<file path="src/rtl/apb_pkg.sv">
// -----------------------------------------------------------------------------
// apb_pkg
// Shared types and helpers for the APB slave bridge.
//   state_t            : bridge FSM states
//   timeout_cnt_width  : bit width needed to count up to a timeout limit
// -----------------------------------------------------------------------------
package apb_pkg;

  typedef enum logic [2:0] {
    IDLE,
    REQ,
    WAIT_RD,
    RESP,
    ERR
  } state_t;

  // The counter has to hold the value timeout_cycles itself (it saturates
  // there), so it needs clog2(n+1) bits; never narrower than one bit so a
  // disabled timeout (0) still elaborates a legal vector.
  function automatic int timeout_cnt_width(input int timeout_cycles);
    if (timeout_cycles <= 1) return 1;
    return $clog2(timeout_cycles + 1);
  endfunction

endpackage

</file>
<file path="src/rtl/apb_timeout_cnt.sv">
// -----------------------------------------------------------------------------
// apb_timeout_cnt
// Saturating cycle counter used to bound how long the bridge waits on the
// back end.
//   i_clk  : clock, rising edge
//   i_rst  : asynchronous active-high reset, clears the count
//   i_clr  : synchronous clear (wins over i_en)
//   i_en   : count this cycle
//   o_tc   : terminal count; high during the LIMIT-th enabled cycle after a
//            clear, i.e. the count reaches LIMIT at the end of this cycle.
//            Always 0 when LIMIT is 0 (timeout disabled).
// -----------------------------------------------------------------------------
module apb_timeout_cnt #(
  parameter int LIMIT = 16
) (
  input  logic i_clk,
  input  logic i_rst,
  input  logic i_clr,
  input  logic i_en,
  output logic o_tc
);
  import apb_pkg::*;

  localparam int           W      = timeout_cnt_width(LIMIT);
  localparam logic [W-1:0] SAT_W  = W'(LIMIT);
  localparam logic [W-1:0] LAST_W = W'(LIMIT - 1);

  logic [W-1:0] r_cnt;

  always_ff @(posedge i_clk or posedge i_rst) begin
    if (i_rst) begin
      r_cnt <= '0;
    end else if (i_clr) begin
      r_cnt <= '0;
    end else if (i_en && (r_cnt != SAT_W)) begin
      r_cnt <= r_cnt + 1'b1;
    end
  end

  // Combinational so the FSM can leave on the same edge the limit is hit.
  assign o_tc = (LIMIT != 0) && i_en && !i_clr && (r_cnt == LAST_W);

endmodule

</file>
<file path="src/rtl/apb_slave_bridge.sv">
// -----------------------------------------------------------------------------
// apb_slave_bridge
// APB slave that turns each decoded APB transfer into a single valid/ready
// request on a simple back-end port, with a posted-write / waited-read
// response and a back-end timeout.
//   i_clk_apb, i_rst_apb          : clock, async active-high reset
//   i_psel/i_penable/i_pwrite     : APB control
//   i_paddr/i_pwdata/i_pstrb      : APB address, write data, byte strobes
//   o_prdata/o_pready/o_pslverr   : APB response (all registered)
//   o_valid/i_ready               : back-end request handshake
//   o_addr/o_rd0_wr1              : request offset (paddr - BASE_ADDR), dir
//   o_wr_data/o_wr_strb           : request write data and strobes
//   i_rd_valid/i_rd_data          : back-end read return
// -----------------------------------------------------------------------------
module apb_slave_bridge #(
  parameter int                    ADDR_WIDTH     = 32,
  parameter int                    DATA_WIDTH     = 32,
  parameter logic [ADDR_WIDTH-1:0] BASE_ADDR      = '0,
  parameter int                    ADDR_SPAN      = 4096,
  parameter int                    TIMEOUT_CYCLES = 16
) (
  input  logic                    i_clk_apb,
  input  logic                    i_rst_apb,
  input  logic                    i_psel,
  input  logic                    i_penable,
  input  logic                    i_pwrite,
  input  logic [ADDR_WIDTH-1:0]   i_paddr,
  input  logic [DATA_WIDTH-1:0]   i_pwdata,
  input  logic [DATA_WIDTH/8-1:0] i_pstrb,
  output logic [DATA_WIDTH-1:0]   o_prdata,
  output logic                    o_pready,
  output logic                    o_pslverr,
  output logic                    o_valid,
  input  logic                    i_ready,
  output logic [ADDR_WIDTH-1:0]   o_addr,
  output logic                    o_rd0_wr1,
  output logic [DATA_WIDTH-1:0]   o_wr_data,
  output logic [DATA_WIDTH/8-1:0] o_wr_strb,
  input  logic                    i_rd_valid,
  input  logic [DATA_WIDTH-1:0]   i_rd_data
);
  import apb_pkg::*;

  localparam int                    STRB_WIDTH = DATA_WIDTH / 8;
  localparam int                    AW1        = ADDR_WIDTH + 1;
  localparam logic [ADDR_WIDTH-1:0] ALIGN_MASK = ADDR_WIDTH'(STRB_WIDTH - 1);
  localparam logic [AW1-1:0]        SPAN_EXT   = AW1'(ADDR_SPAN);

  state_t                  r_state;
  logic [DATA_WIDTH-1:0]   r_prdata;
  logic                    r_pready;
  logic                    r_pslverr;
  logic                    r_valid;
  logic [ADDR_WIDTH-1:0]   r_addr;
  logic                    r_rd0_wr1;
  logic [DATA_WIDTH-1:0]   r_wr_data;
  logic [STRB_WIDTH-1:0]   r_wr_strb;

  logic [ADDR_WIDTH-1:0]   w_offset;
  logic                    w_in_window;
  logic                    w_aligned;
  logic                    w_hit;
  logic                    w_setup;
  logic                    w_cnt_clr;
  logic                    w_cnt_en;
  logic                    w_timeout;

  // Decode straight from the setup-phase inputs: these are exactly the values
  // latched on the same edge, so the decision needs no extra cycle.
  assign w_setup     = i_psel && !i_penable;
  assign w_offset    = i_paddr - BASE_ADDR;
  // Offset form keeps the upper bound correct even if BASE_ADDR + ADDR_SPAN
  // would wrap the address space.
  assign w_in_window = (i_paddr >= BASE_ADDR) && ({1'b0, w_offset} < SPAN_EXT);
  assign w_aligned   = (i_paddr & ALIGN_MASK) == '0;
  assign w_hit       = w_in_window && w_aligned;

  // Held clear while idle, so the count always starts at zero on entering REQ
  // and keeps running through WAIT_RD: the limit covers the whole back-end wait.
  assign w_cnt_clr = (r_state == IDLE);
  assign w_cnt_en  = (r_state == REQ) || (r_state == WAIT_RD);

  apb_timeout_cnt #(
    .LIMIT (TIMEOUT_CYCLES)
  ) u_timeout_cnt (
    .i_clk (i_clk_apb),
    .i_rst (i_rst_apb),
    .i_clr (w_cnt_clr),
    .i_en  (w_cnt_en),
    .o_tc  (w_timeout)
  );

  always_ff @(posedge i_clk_apb or posedge i_rst_apb) begin
    if (i_rst_apb) begin
      r_state   <= IDLE;
      r_prdata  <= '0;
      r_pready  <= 1'b0;
      r_pslverr <= 1'b0;
      r_valid   <= 1'b0;
      r_addr    <= '0;
      r_rd0_wr1 <= 1'b0;
      r_wr_data <= '0;
      r_wr_strb <= '0;
    end else begin
      // NOTE: response outputs are one-cycle pulses; defaulting them low here
      // with non-blocking assignments means only the branch that enters
      // RESP/ERR has to raise them, and no path can leave a stale value.
      r_pready  <= 1'b0;
      r_pslverr <= 1'b0;
      r_prdata  <= '0;

      unique case (r_state)
        IDLE: begin
          if (w_setup) begin
            r_addr    <= w_offset;
            r_rd0_wr1 <= i_pwrite;
            r_wr_data <= i_pwdata;
            r_wr_strb <= i_pstrb;
            if (w_hit) begin
              r_state <= REQ;
              r_valid <= 1'b1;
            end else begin
              r_state   <= ERR;
              r_pready  <= 1'b1;
              r_pslverr <= 1'b1;
            end
          end
        end

        REQ: begin
          if (!i_psel) begin
            r_state <= IDLE;
            r_valid <= 1'b0;
          end else if (i_ready) begin
            // Handshake is checked before the timeout so a completion landing
            // on the terminal cycle is not reported as an error.
            r_valid <= 1'b0;
            if (r_rd0_wr1) begin
              r_state  <= RESP;
              r_pready <= 1'b1;
            end else begin
              r_state <= WAIT_RD;
            end
          end else if (w_timeout) begin
            r_valid   <= 1'b0;
            r_state   <= RESP;
            r_pready  <= 1'b1;
            r_pslverr <= 1'b1;
          end
        end

        WAIT_RD: begin
          if (!i_psel) begin
            r_state <= IDLE;
          end else if (i_rd_valid) begin
            r_state  <= RESP;
            r_pready <= 1'b1;
            r_prdata <= i_rd_data;
          end else if (w_timeout) begin
            r_state   <= RESP;
            r_pready  <= 1'b1;
            r_pslverr <= 1'b1;
          end
        end

        RESP, ERR: begin
          r_state <= IDLE;
        end

        default: begin
          r_state <= IDLE;
          r_valid <= 1'b0;
        end
      endcase
    end
  end

  assign o_prdata  = r_prdata;
  assign o_pready  = r_pready;
  assign o_pslverr = r_pslverr;
  assign o_valid   = r_valid;
  assign o_addr    = r_addr;
  assign o_rd0_wr1 = r_rd0_wr1;
  assign o_wr_data = r_wr_data;
  assign o_wr_strb = r_wr_strb;

endmodule

</file>
<file path="config.mk">
export PLATFORM = sky130hd
export DESIGN_NAME = apb_slave_bridge
export DESIGN_NICKNAME = d
export VERILOG_FILES = /design/src/rtl/apb_pkg.sv /design/src/rtl/apb_timeout_cnt.sv /design/src/rtl/apb_slave_bridge.sv
export SDC_FILE = /design/constraint.sdc
export NUM_CORES = 1
export LEC_CHECK = 0
export BUFFER_PORTS_ARGS = -buffer_cell sky130_fd_sc_hd__buf_2
export CAP_MARGIN = 20
export CORE_MARGIN = 2
export CORE_UTILIZATION = 41
export DETAILED_ROUTE_END_ITERATION = 12
export PLACE_DENSITY = 0.75
export SLEW_MARGIN = 40
export SYNTH_ARGS = -nofsm -noshare
export SYNTH_HDL_FRONTEND = slang
export SYNTH_SLANG_ARGS = --single-unit
</file>
<file path="constraint.sdc">
create_clock -name i_clk_apb -period 2.9 [get_ports i_clk_apb]
set_input_delay 0.145 -clock i_clk_apb [delete_from_list [all_inputs] [get_ports i_clk_apb]]
set_output_delay 0.145 -clock i_clk_apb [all_outputs]
set_load 0.01 [all_outputs]
</file>
Word-level counts from Yosys, hierarchy flattened
Cells that the tools add are included.
{"block": "word_totals", "word_cells": 72, "out_inout_bits": 104, "input_bits": 107, "register_bits": 112}
{"block": "classes", "bitwise_logic": 1, "add_sub_neg": 1, "reduce_logical": 15, "n_eq_ne": 9, "order_cmp": 2, "muxes": 34}
{"operator": "$mux W32", "n": 3}
{"operator": "$ge A32 B1 Y1 const B", "n": 1}
{"operator": "$logic_not A32 Y1", "n": 1}
{"operator": "$lt A32 B13 Y1 const B", "n": 1}
{"operator": "$mux W3", "n": 7}
{"operator": "$mux W1", "n": 18}
{"operator": "$mux W5", "n": 2}
{"operator": "$pmux W1 S3", "n": 3}
{"operator": "$pmux W3 S3", "n": 1}
{"operator": "$eq A3 B2 Y1 const B", "n": 2}
{"operator": "$logic_and A1 B1 Y1", "n": 6}
{"operator": "$add A5 B1 Y5 const B", "n": 1}
{"operator": "$eq A5 B4 Y1 const B", "n": 1}
{"operator": "$ne A5 B5 Y1 const B", "n": 1}
{"operator": "$ne A2 B2 Y1 const B", "n": 2}
{"operator": "$ne A4 B3 Y1 const B", "n": 1}
{"operator": "$reduce_and A4 Y1", "n": 1}
{"operator": "$eq A3 B1 Y1 const B", "n": 1}
{"operator": "$eq A3 B3 Y1 const B", "n": 1}
{"operator": "$logic_not A3 Y1", "n": 1}
{"operator": "$reduce_or A3 Y1", "n": 1}
{"operator": "$logic_not A1 Y1", "n": 2}
{"operator": "$reduce_and A2 Y1", "n": 1}
{"operator": "$reduce_bool A2 Y1", "n": 1}
{"operator": "2 further kinds", "n": 2}

Depth between registers and ports, before layout
Gate-level depths: netlist of the first run.
{"block": "logic_depth", "depth_word": 8, "ltp_mapped": 7, "ltp_nobuf": 7}

By module
A second synthesis of the first run with hierarchy kept.
{"block": "hier_totals", "cells_unflattened": 437, "area_unflattened_um2": 4386.7}
{"mod": "apb_slave_bridge", "cells_each": 405, "seq_area_each_um2": 2677.6, "n_inst": 1, "area_per_inst_um2": 4058.9}
{"mod": "apb_timeout_cnt", "cells_each": 32, "seq_area_each_um2": 125.1, "n_inst": 1, "area_per_inst_um2": 327.8}

Worst setup path after synthesis of the first run
No wires, ideal clock.
{"block": "synth_timing", "path_kind": "flip-flop to flip-flop", "start": "register r_state[0]", "end": "register r_addr[0], in the netlist o_addr[0]", "path_stages_with_launch": 5, "t_arrival_ps": 1591, "setup_time_ps": 125, "slack_ps": 1184, "path_buffers": 2, "cell_sequence": "dfrtp_1 -> buf_4 -> nor4_4 -> buf_6 -> mux2_2"}
{"block": "synth_between", "elab_chain_cells": 2}
{"element": "from (decl)", "line": "apb_slave_bridge.sv:49", "text": "state_t r_state;"}
{"element": "from (signal assigned)", "line": "apb_slave_bridge.sv:95", "text": "r_state <= IDLE;"}
{"element": "from (signal assigned)", "line": "apb_slave_bridge.sv:120", "text": "r_state <= REQ;"}
{"element": "from (signal assigned)", "line": "apb_slave_bridge.sv:123", "text": "r_state <= ERR;"}
{"element": "$logic_not A3 Y1", "line": "apb_slave_bridge.sv:112", "text": "unique case (r_state)"}
{"element": "$reduce_and A2 Y1 (no source line)"}
{"element": "to (signal assigned)", "line": "apb_slave_bridge.sv:115", "text": "r_addr <= w_offset;"}
{"element": "to (decl)", "line": "apb_slave_bridge.sv:54", "text": "logic [ADDR_WIDTH-1:0] r_addr;"}
No other way between the ends.
A chain may end at the register's enable or synchronous reset.

Worst setup path in the final report of the first run
{"block": "layout_timing", "start": "register r_state[2]", "end": "register r_wr_data[30], in the netlist o_wr_data[30]"}
{"block": "layout_between", "elab_chain_cells": 2}
{"element": "$logic_not A3 Y1", "line": "apb_slave_bridge.sv:112"}
{"element": "$reduce_and A2 Y1 (no source line)"}
{"element": "to (signal assigned)", "line": "apb_slave_bridge.sv:117", "text": "r_wr_data <= i_pwdata;"}
{"element": "to (decl)", "line": "apb_slave_bridge.sv:56", "text": "logic [DATA_WIDTH-1:0] r_wr_data;"}
No other way between the ends.

==> results of run 1 <==
## cell usage in the layout, fill, tap and decap left out, types with 2 or more instances in the layout
| master | n |
|---|---|
| sky130_fd_sc_hd__a21oi_1 | 3 |
| sky130_fd_sc_hd__ha_1 | 3 |
| sky130_fd_sc_hd__mux2_2 | 63 |
| sky130_fd_sc_hd__nand2_1 | 7 |
| sky130_fd_sc_hd__inv_1 | 6 |
| sky130_fd_sc_hd__buf_2 | 210 |
| sky130_fd_sc_hd__buf_4 | 2 |
| sky130_fd_sc_hd__buf_12 | 2 |
| sky130_fd_sc_hd__mux2i_1 | 3 |
| sky130_fd_sc_hd__clkinv_2 | 3 |
| sky130_fd_sc_hd__xnor2_1 | 2 |
| sky130_fd_sc_hd__a31oi_1 | 2 |
| sky130_fd_sc_hd__nor4_1 | 5 |
| sky130_fd_sc_hd__mux2_1 | 6 |
| sky130_fd_sc_hd__nor3_1 | 2 |
| sky130_fd_sc_hd__dfrtp_1 | 112 |
| sky130_fd_sc_hd__nand4_1 | 2 |
| sky130_fd_sc_hd__nor2_1 | 4 |
| sky130_fd_sc_hd__clkbuf_8 | 10 |
| sky130_fd_sc_hd__dlygate4sd3_1 | 69 |
| sky130_fd_sc_hd__nor2b_1 | 4 |
| sky130_fd_sc_hd__o21ai_0 | 4 |
| sky130_fd_sc_hd__and2_1 | 33 |
## worst max-delay path, cell delays in order (launching register included)
cell                       delay [ns]
sky130_fd_sc_hd__dfrtp_1         0.47
sky130_fd_sc_hd__nand2b_4        0.21
sky130_fd_sc_hd__nor4_4          0.19
sky130_fd_sc_hd__buf_12          0.35
sky130_fd_sc_hd__mux2_2          0.39
## registers in the layout (all words and copies together) (netlist names)
| register | cells |
|---|---|
| r_state | 3 |
| o_valid | 1 |
| o_pslverr | 1 |
| o_wr_data | 32 |
| o_rd0_wr1 | 1 |
| o_wr_strb | 4 |
| o_addr | 32 |
| o_prdata | 32 |
| o_pready | 1 |
| u_timeout_cnt.r_cnt | 5 |
## stage by stage
step | cells | total power [mW]
after floorplan | 290 | 2.173
after global placement | 627 | 2.451
after detailed placement | 627 | 2.482
after CTS | 708 | 3.462
after global routing | 711 | 3.606
final | 711 | 3.429
## synthesized netlist by cell type
library cell,instances
sky130_fd_sc_hd__dfrtp_1,112
sky130_fd_sc_hd__mux2_2,63
sky130_fd_sc_hd__and2_1,33
sky130_fd_sc_hd__buf_6,7
sky130_fd_sc_hd__inv_1,7
sky130_fd_sc_hd__nand2_1,7
sky130_fd_sc_hd__mux2_1,6
sky130_fd_sc_hd__nor4_1,5
sky130_fd_sc_hd__clkbuf_1,4
sky130_fd_sc_hd__nor2_1,4
sky130_fd_sc_hd__nor2b_1,4
sky130_fd_sc_hd__o21ai_0,4
sky130_fd_sc_hd__a21oi_1,3
sky130_fd_sc_hd__ha_1,3
sky130_fd_sc_hd__mux2i_1,3
sky130_fd_sc_hd__nor3_1,3
sky130_fd_sc_hd__a31oi_1,2
sky130_fd_sc_hd__buf_4,2
sky130_fd_sc_hd__nand4_1,2
sky130_fd_sc_hd__xnor2_1,2
sky130_fd_sc_hd__a211oi_1,1
sky130_fd_sc_hd__a22o_1,1
sky130_fd_sc_hd__a2bb2oi_1,1
sky130_fd_sc_hd__a311oi_2,1
sky130_fd_sc_hd__and3_1,1
sky130_fd_sc_hd__nand2b_1,1
sky130_fd_sc_hd__nand2b_4,1
sky130_fd_sc_hd__nor4_4,1
sky130_fd_sc_hd__o21a_1,1
sky130_fd_sc_hd__o21ai_1,1
sky130_fd_sc_hd__o22ai_1,1
sky130_fd_sc_hd__o31ai_1,1
sky130_fd_sc_hd__o41ai_1,1
sky130_fd_sc_hd__or3_1,1
## cell type report
type | instances | area (um2) | area share, %
Inverter | 7 | 30.03 | 0.4721
Sequential cell | 112 | 2803 | 44.06
Timing Repair Buffer | 283 | 1797 | 28.25
Multi-Input combinational cell | 158 | 1375 | 21.62
Clock inverter | 4 | 45.04 | 0.7081
Tap cell | 136 | 170.2 | 2.675
Clock buffer | 11 | 141.4 | 2.223
## power groups by stage
stage,Combinational [mW],Clock (mW),Sequential [mW]
after floorplan,0.229,0,1.94
after global placement,0.604,0,1.85
after detailed placement,0.623,0,1.86
after CTS,0.692,0.943,1.83
after global routing,0.748,1.01,1.85
final,0.691,0.911,1.83
## path summary, 6_finish.rpt
path | from | to | slack (ns) | depth (start not counted)
hold / removal | i_pwdata[20] | o_wr_data[20]$_DFFE_PP0P_ | 0.02 | 2
hold reg to reg | o_wr_data[3]$_DFFE_PP0P_ | o_wr_data[3]$_DFFE_PP0P_ | 0.49 | 1
min in group asynchronous | i_rst_apb | o_addr[0]$_DFFE_PP0P_ | 0.35 | 3
setup reg to reg | r_state[2]$_DFFE_PP0N_ | o_wr_data[30]$_DFFE_PP0P_ | 1.11 | 4
setup / recovery | r_state[2]$_DFFE_PP0N_ | o_wr_data[30]$_DFFE_PP0P_ | 1.11 | 4
max in group asynchronous | i_rst_apb | o_wr_data[18]$_DFFE_PP0P_ | 1.83 | 4
## per-layer routing
layer | vias up | track usage [%] | share of wire (%)
met5 | - | 0 | 0
met4 | 0 | 8.720 | 2.1
met3 | 23 | 5.334 | 8.4
met2 | 149 | 32.65 | 50
met1 | 1602 | 21.12 | 39
li1 | 1549 | - | -
## kinds of logic (layout without fill, tap and decap cells)
group	Yosys count	count (layout)	synth area share (%)
compound gates	18	18	2.846
xor+xnor	2	2	0.4067
fa+ha+maj	3	3	0.8714
buf+inv	20	305	3.137
flops	112	112	65.06
mux	72	72	18.73
simple gates	63	63	8.946
==> run summary, run 1 <==
The core region is 10280 um2. The final hold violation count was 0; the number of unique standard cell types used by synthesis was 34. The run gives 251.3 uV as the maximum resistive drop on vdd.

The total negative slack came out at 0 ns. The floorplan has 37 rows. For this run the aggregate overflow at the end of global routing stands at 0. The H-tree generated during clock tree synthesis spans 3 levels. For this design the static power due to leakage is 3.213 nW. For the remaining antenna violation count after routing, the log shows 0. Count of input and output buffers: 210.

Across all layers, the routed design uses 3323 vias. The logs give 2.537 mW for the internal power of the cells and 0 for the number of antenna repair diodes. The transition time at the pin with the least slew margin came out at 0.4924 ns. The mean routed wirelength per cell came out at 15.02 um. TritonCTS built the clock tree. The HPWL reported at the end of detailed placement was 6.917 mm. The share of final-layout standard cells stronger than drive strength 1 was 51.48%. The run gives 119 as the violation count after the first detailed-route iteration. For the worst setup path, the data required time is 3.15 ns. The run gives 681 as the number of nets in the layout. Yosys attributes the largest share of cell area to sky130_fd_sc_hd__dfrtp_1 65%, sky130_fd_sc_hd__mux2_2 16%, sky130_fd_sc_hd__and2_1 4.8%, sky130_fd_sc_hd__buf_6 1.8%, sky130_fd_sc_hd__mux2_1 1.6%.

The clock-pin slew on the worst setup and hold paths works out to 0.10 ns. In this run the worst hold path is classified as in2reg. The total count of max-transition violations in the final report came out at 0.

The die covers 11340 um2. The worst-skew pair later-pin latency is 0.36 ns, and the post-CTS setup buffer count is 0. The tools report the signal arrival time at the worst endpoint as 2.04 ns. The final wirelength is 10.68 mm. Setup repair after global routing left no endpoint under its margin.

The synthesized design contains 112 register bits. The root buffer selected by CTS was sky130_fd_sc_hd__clkbuf_8. The cell area after placement came out at 5484 um2. In the synthesized netlist, the number of instances is 290. Combinational cells account for 20.2% of the total power. The congestion estimate from routability-driven global placement came to 0.8126.

The tools report the post-detailed-route DRC marker count as 0. The final critical path takes up 61.82% of the cycle. The core utilization of the finished layout was 61.89%. Library cell occupying the most area in the post-synthesis netlist: sky130_fd_sc_hd__dfrtp_1. When the netlist entered floorplanning its net count stood at 400. Number of antenna violations at the first check in global routing: 0. The logs give 112 for the number of sinks on the clock net and 810 for the count of fill cells added during filler insertion. The tools report the length of the first detailed-routing pass in iterations as 4. Max-cap violations in this run came to 0. Summing the sequential cell areas from Yosys gives 65.06% of the chip area.

The proportion of total power due to net switching was 26.01%. Measured along the x axis, the die boundary spans 106.5 um. Summed over all nets, the switching power comes to 0.8917 mW. Clock skew on the completed layout was measured at 0.01124 ns.

In this run the deepest clock path goes through 2 buffers. Fraction of power consumed by the clock network: 26.6%. The logs give 16.56 mm for the wire length of the first global-routing pass and 67.17% for the headroom to the max-slew limit.

Maximum clock rate: 557.8 MHz. Pin placement for this block handled 211 I/O pins. The share of total power in sequential cells is 53.3%, and the power density relative to cell area is 539.1 nW/um2. The tools report the all-layer global routing usage as 18.70%. Height of the die: 106.5 um. The flow ran to the end, and the final reports show no timing, DRC or antenna violations. Entering global routing, the biggest net connects 72 pins.

For this design, the CTS-stage hold fixing added 66 buffers. The initial core utilization is 41.92%, and the share of Yosys cell area claimed by the top area cell type is 65.06%. At the placement stage, the worst setup path has a slack of 1.141 ns. STA classifies the critical path startpoint as a register.

In this run the cell area of the synthesized design comes to 4308 um2. TritonCTS created 9 clock buffers. The nature of the critical path endpoint was a register. Yosys printed 0 warnings.

The run gives 0 as the final number of setup-violating endpoints. The critical path is of the reg2reg type. The tightest hold path in the finished design has a slack of 0.01935 ns. The via-per-instance ratio is 4.674. Once the clock tree was built, the resizer swapped 0 gates to a different size.

Setup slack closes at 1.107 ns. The shortest clock period the worst path allows after layout is 1.793 ns. The area growth from synthesis to layout is 47.66%. In this run the worst path has a maximum fanout of 71.

The run gives 3536 as the via count of the first global-routing pass. After routing the design area is 6361 um2. After synthesis, the mean cell area works out to 14.85 um2.
No activity file was read; power rests on OpenSTA's default activity.
==> run 2: changes to the inputs <==
clock period = 1.45 ns   (was 2.9 ns; I/O delays follow)
==> run 2 against run 1 <==
  * Non-clock buffer count increased by 57
  * Design area increased by 12%
  * Maximum frequency increased by 13%
  * The flow now finishes with violations (negative setup slack)
  * Sequential share of layout area decreased by 4.9 points
  * Critical endpoint is now o_addr[6]$_DFFE_PP0P_
  * Power increased by 110%
  * Critical path depth increased by 1
  * Register-to-register slack got worse by 1.2 ns
  * Via count increased by 9.2%
==> run summary, run 2 (synthesis gave the netlist of run 1 again) <==
The run gives 1.84 ns (-0.20 ns) as the signal arrival time at the worst endpoint. The overall overflow remaining after global route came out at 0 (unchanged). For the maximum resistive drop on vdd, the log shows 590.0 uV (+130%). The area growth from synthesis to layout is 65.96%.

The height of the die came out at 106.5 um (unchanged). The slowest stage of the critical path is the sky130_fd_sc_hd__dfrtp_1 cell. The tools report the initial core utilization as 41.92% (unchanged). Global placer's final weighted congestion: 0.8344 (+2.7%). The maximum fanout count along the critical path was 11 (-85%).

The core utilization of the finished layout was 69.56% (+7.7 points); the deepest clock path buffer count was 2 (unchanged). Number of max-cap violations: 0 (unchanged). Root buffer selected by CTS: sky130_fd_sc_hd__clkbuf_8.

The power density relative to cell area is 1016 nW/um2 (+89%). The checks that failed: negative setup slack. The shortest clock period the worst path allows after layout is 1.584 ns (-0.2085 ns), and the all-layer global routing usage is 21.20% (+2.5 points). TritonCTS built the clock tree. The library cells used most frequently in the layout, excluding fill and tap cells, are 210 x sky130_fd_sc_hd__buf_2, 112 x sky130_fd_sc_hd__dfrtp_1, 102 x sky130_fd_sc_hd__dlygate4sd3_1.

The tools report the worst hold margin as 0.08403 ns (+0.06467 ns). The tools report the number of antenna repair diodes as 0 (unchanged). Number of cells traversed by the worst register-to-register path: 5 (+1). The clock-pin slew on the worst setup and hold paths was 0.10 ns (about the same). The part of the cycle the worst path needs is 109.3% (+47 points), and the count of input and output buffers is 210 (unchanged). The worst-skew pair later-pin latency is 0.36 ns (about the same). The flow ran to the end, but the final reports show violations. The number of rows created at floorplan was 37 (unchanged); the remaining antenna violation count after routing was 0 (unchanged). The setup slack after placement came out at -0.1386 ns (-1.280 ns). The count of vias placed by the detailed router was 3630 (+9.2%); the transition time at the pin with the least slew margin was 0.3672 ns (-0.1252 ns). Power consumption: 7.267 mW (+110%). The nature of the critical path endpoint is a register.

The area of the die is 11340 um2 (unchanged), and the number of nets in the layout is 738 (+8.4%). Following the worst setup path forward leads to its endpoint at o_addr[6]$_DFFE_PP0P_. The library cell used most frequently in the layout, excluding fill and tap cells, is sky130_fd_sc_hd__buf_2. The tools report the HPWL reported at the end of detailed placement as 7.322 mm (+5.8%). Headroom to the max-slew limit: 75.29% (+8.1 points). The endpoint identified for the worst register-to-register timing path is o_addr[6]$_DFFE_PP0P_. The run gives 631.2 MHz (+13%) as the maximum clock rate. The total negative slack came out at -5.864 ns (-5.864 ns). Final wirelength: 12.42 mm (+16%). STA classifies the critical path startpoint as a register.

The number of antenna violations at the first check in global routing was 0 (unchanged); the data required time of the critical path was 1.70 ns (-1.45 ns). The worst hold path belongs to the class in2reg. The tools report the final number of setup-violating endpoints as 74 (+74). The tools report the worst setup margin as -0.1342 ns (-1.242 ns). The number of buffers created by CTS came out at 9 (unchanged). For the post-detailed-route DRC marker count, the log shows 0 (unchanged). The largest stage delay on the critical path was 0.39 ns (-0.08 ns). The signal on the critical path passes through nand2b_4 > nor4_4 > buf_4 > clkbuf_16 > mux2_2.

For the area of the core, the log shows 10280 um2 (unchanged). The tools report the clock skew as 0.008709 ns (-0.002533 ns). The startpoint-to-endpoint class of the critical path was reg2reg. The tools report the leakage dissipation as 3.553 nW (+11%). The tools report the violation count after the first detailed-route iteration as 195 (+64%). The maximum number of pins on one net before global-route repair came out at 61 (-15%). The tools report the via count of the first global-routing pass as 3874 (+9.6%).

The number of sinks on the clock net came out at 112 (unchanged). The share of final-layout standard cells stronger than drive strength 1 is 53.24% (+1.8 points). The minimum setup slack among reg-to-reg paths is -0.13 ns (-1.24 ns), and the die width is 106.5 um (unchanged). The run gives 0 (unchanged) as the final hold violation count. The run gives 3 (unchanged) as the level count of the clock H-tree. The length of the first detailed-routing pass in iterations is 4 (unchanged). Via-per-instance ratio: 4.720 (+1.0%). Setup repair after global routing could not meet its margin everywhere. The wire length of the first global-routing pass came out at 18.71 mm (+13%).

The total count of max-transition violations in the final report was 0 (unchanged). The beginning of the worst register-to-register path is r_state[2]$_DFFE_PP0N_. The run gives 211 (unchanged) as the number of placed I/O pins.

The tools report the worst setup path startpoint as r_state[2]$_DFFE_PP0N_. The mean routed wirelength per cell was 16.15 um (+7.6%).
[run 2: cell type report]
cell class,instances,area (um2)
clock buffers,11,141.4
clock inverters,5,80.08
fillers,741,3128
inverters,7,30.03
multi-input cells,158,1500
flip-flops and latches,112,2803
well taps,136,170.2
repair buffers,340,2425
[run 2: repair_timing]
item / in CTS / in global routing
endpoints found under the hold margin: 213 / 0
setup buffers: 5 / 1
gates cloned: 0 / 3
hold buffers: 102 / 0
setup endpoints to repair: 73 / 111
pin swaps: 6 / 4
gates resized for setup: 19 / 11
[run 2: per-stage QoR]
| step | std cells | instance area (um2) |
|---|---|---|
| 2_1_floorplan | 290 | 4318 |
| 3_3_place_gp | 644 | 5652 |
| 3_5_place_dp | 644 | 5652 |
| 4_1_cts | 767 | 7020 |
| 5_1_grt | 769 | 7149 |
| 6_report | 769 | 7149 |
[run 2: critical path: cells and delay by family, from the launching register on]
kind / cells / cell delay, ns
flip-flops: 1 / 0.39
buffers and inverters: 2 / 0.41
AND/OR/NAND/NOR: 2 / 0.33
multiplexers: 1 / 0.35
[run 2: per-layer routing]
layer	global-route usage (%)	vias up	part of all wire, %
met3	5.641	27	8.3
met5	0	-	0
met4	8.627	0	2.3
li1	-	1665	-
met2	37.13	183	52
met1	24.67	1755	38
[run 2: report_power, final]
| part | switching, mW | internal, mW |
|---|---|---|
| clock | 1.02 | 1.02 |
| sequential | 0.187 | 3.48 |
| combinational | 0.675 | 0.890 |
| total | 1.88 | 5.39 |
[run 2: worst min-delay path by stage]
stage / from / to / slack (ns) / cells after the start
floorplan: i_rd_data[0] / o_prdata[0]$_DFF_PP0_ / 0.20 / 1
global placement: i_rst_apb / o_prdata[13]$_DFF_PP0_ / 0.01 / 2
detailed placement: i_rst_apb / o_prdata[19]$_DFF_PP0_ / 0.02 / 2
CTS: i_ready / o_pready$_DFF_PP0_ / 0.05 / 3
global route: i_ready / o_pready$_DFF_PP0_ / 0.07 / 3
finish: i_ready / o_pready$_DFF_PP0_ / 0.08 / 3
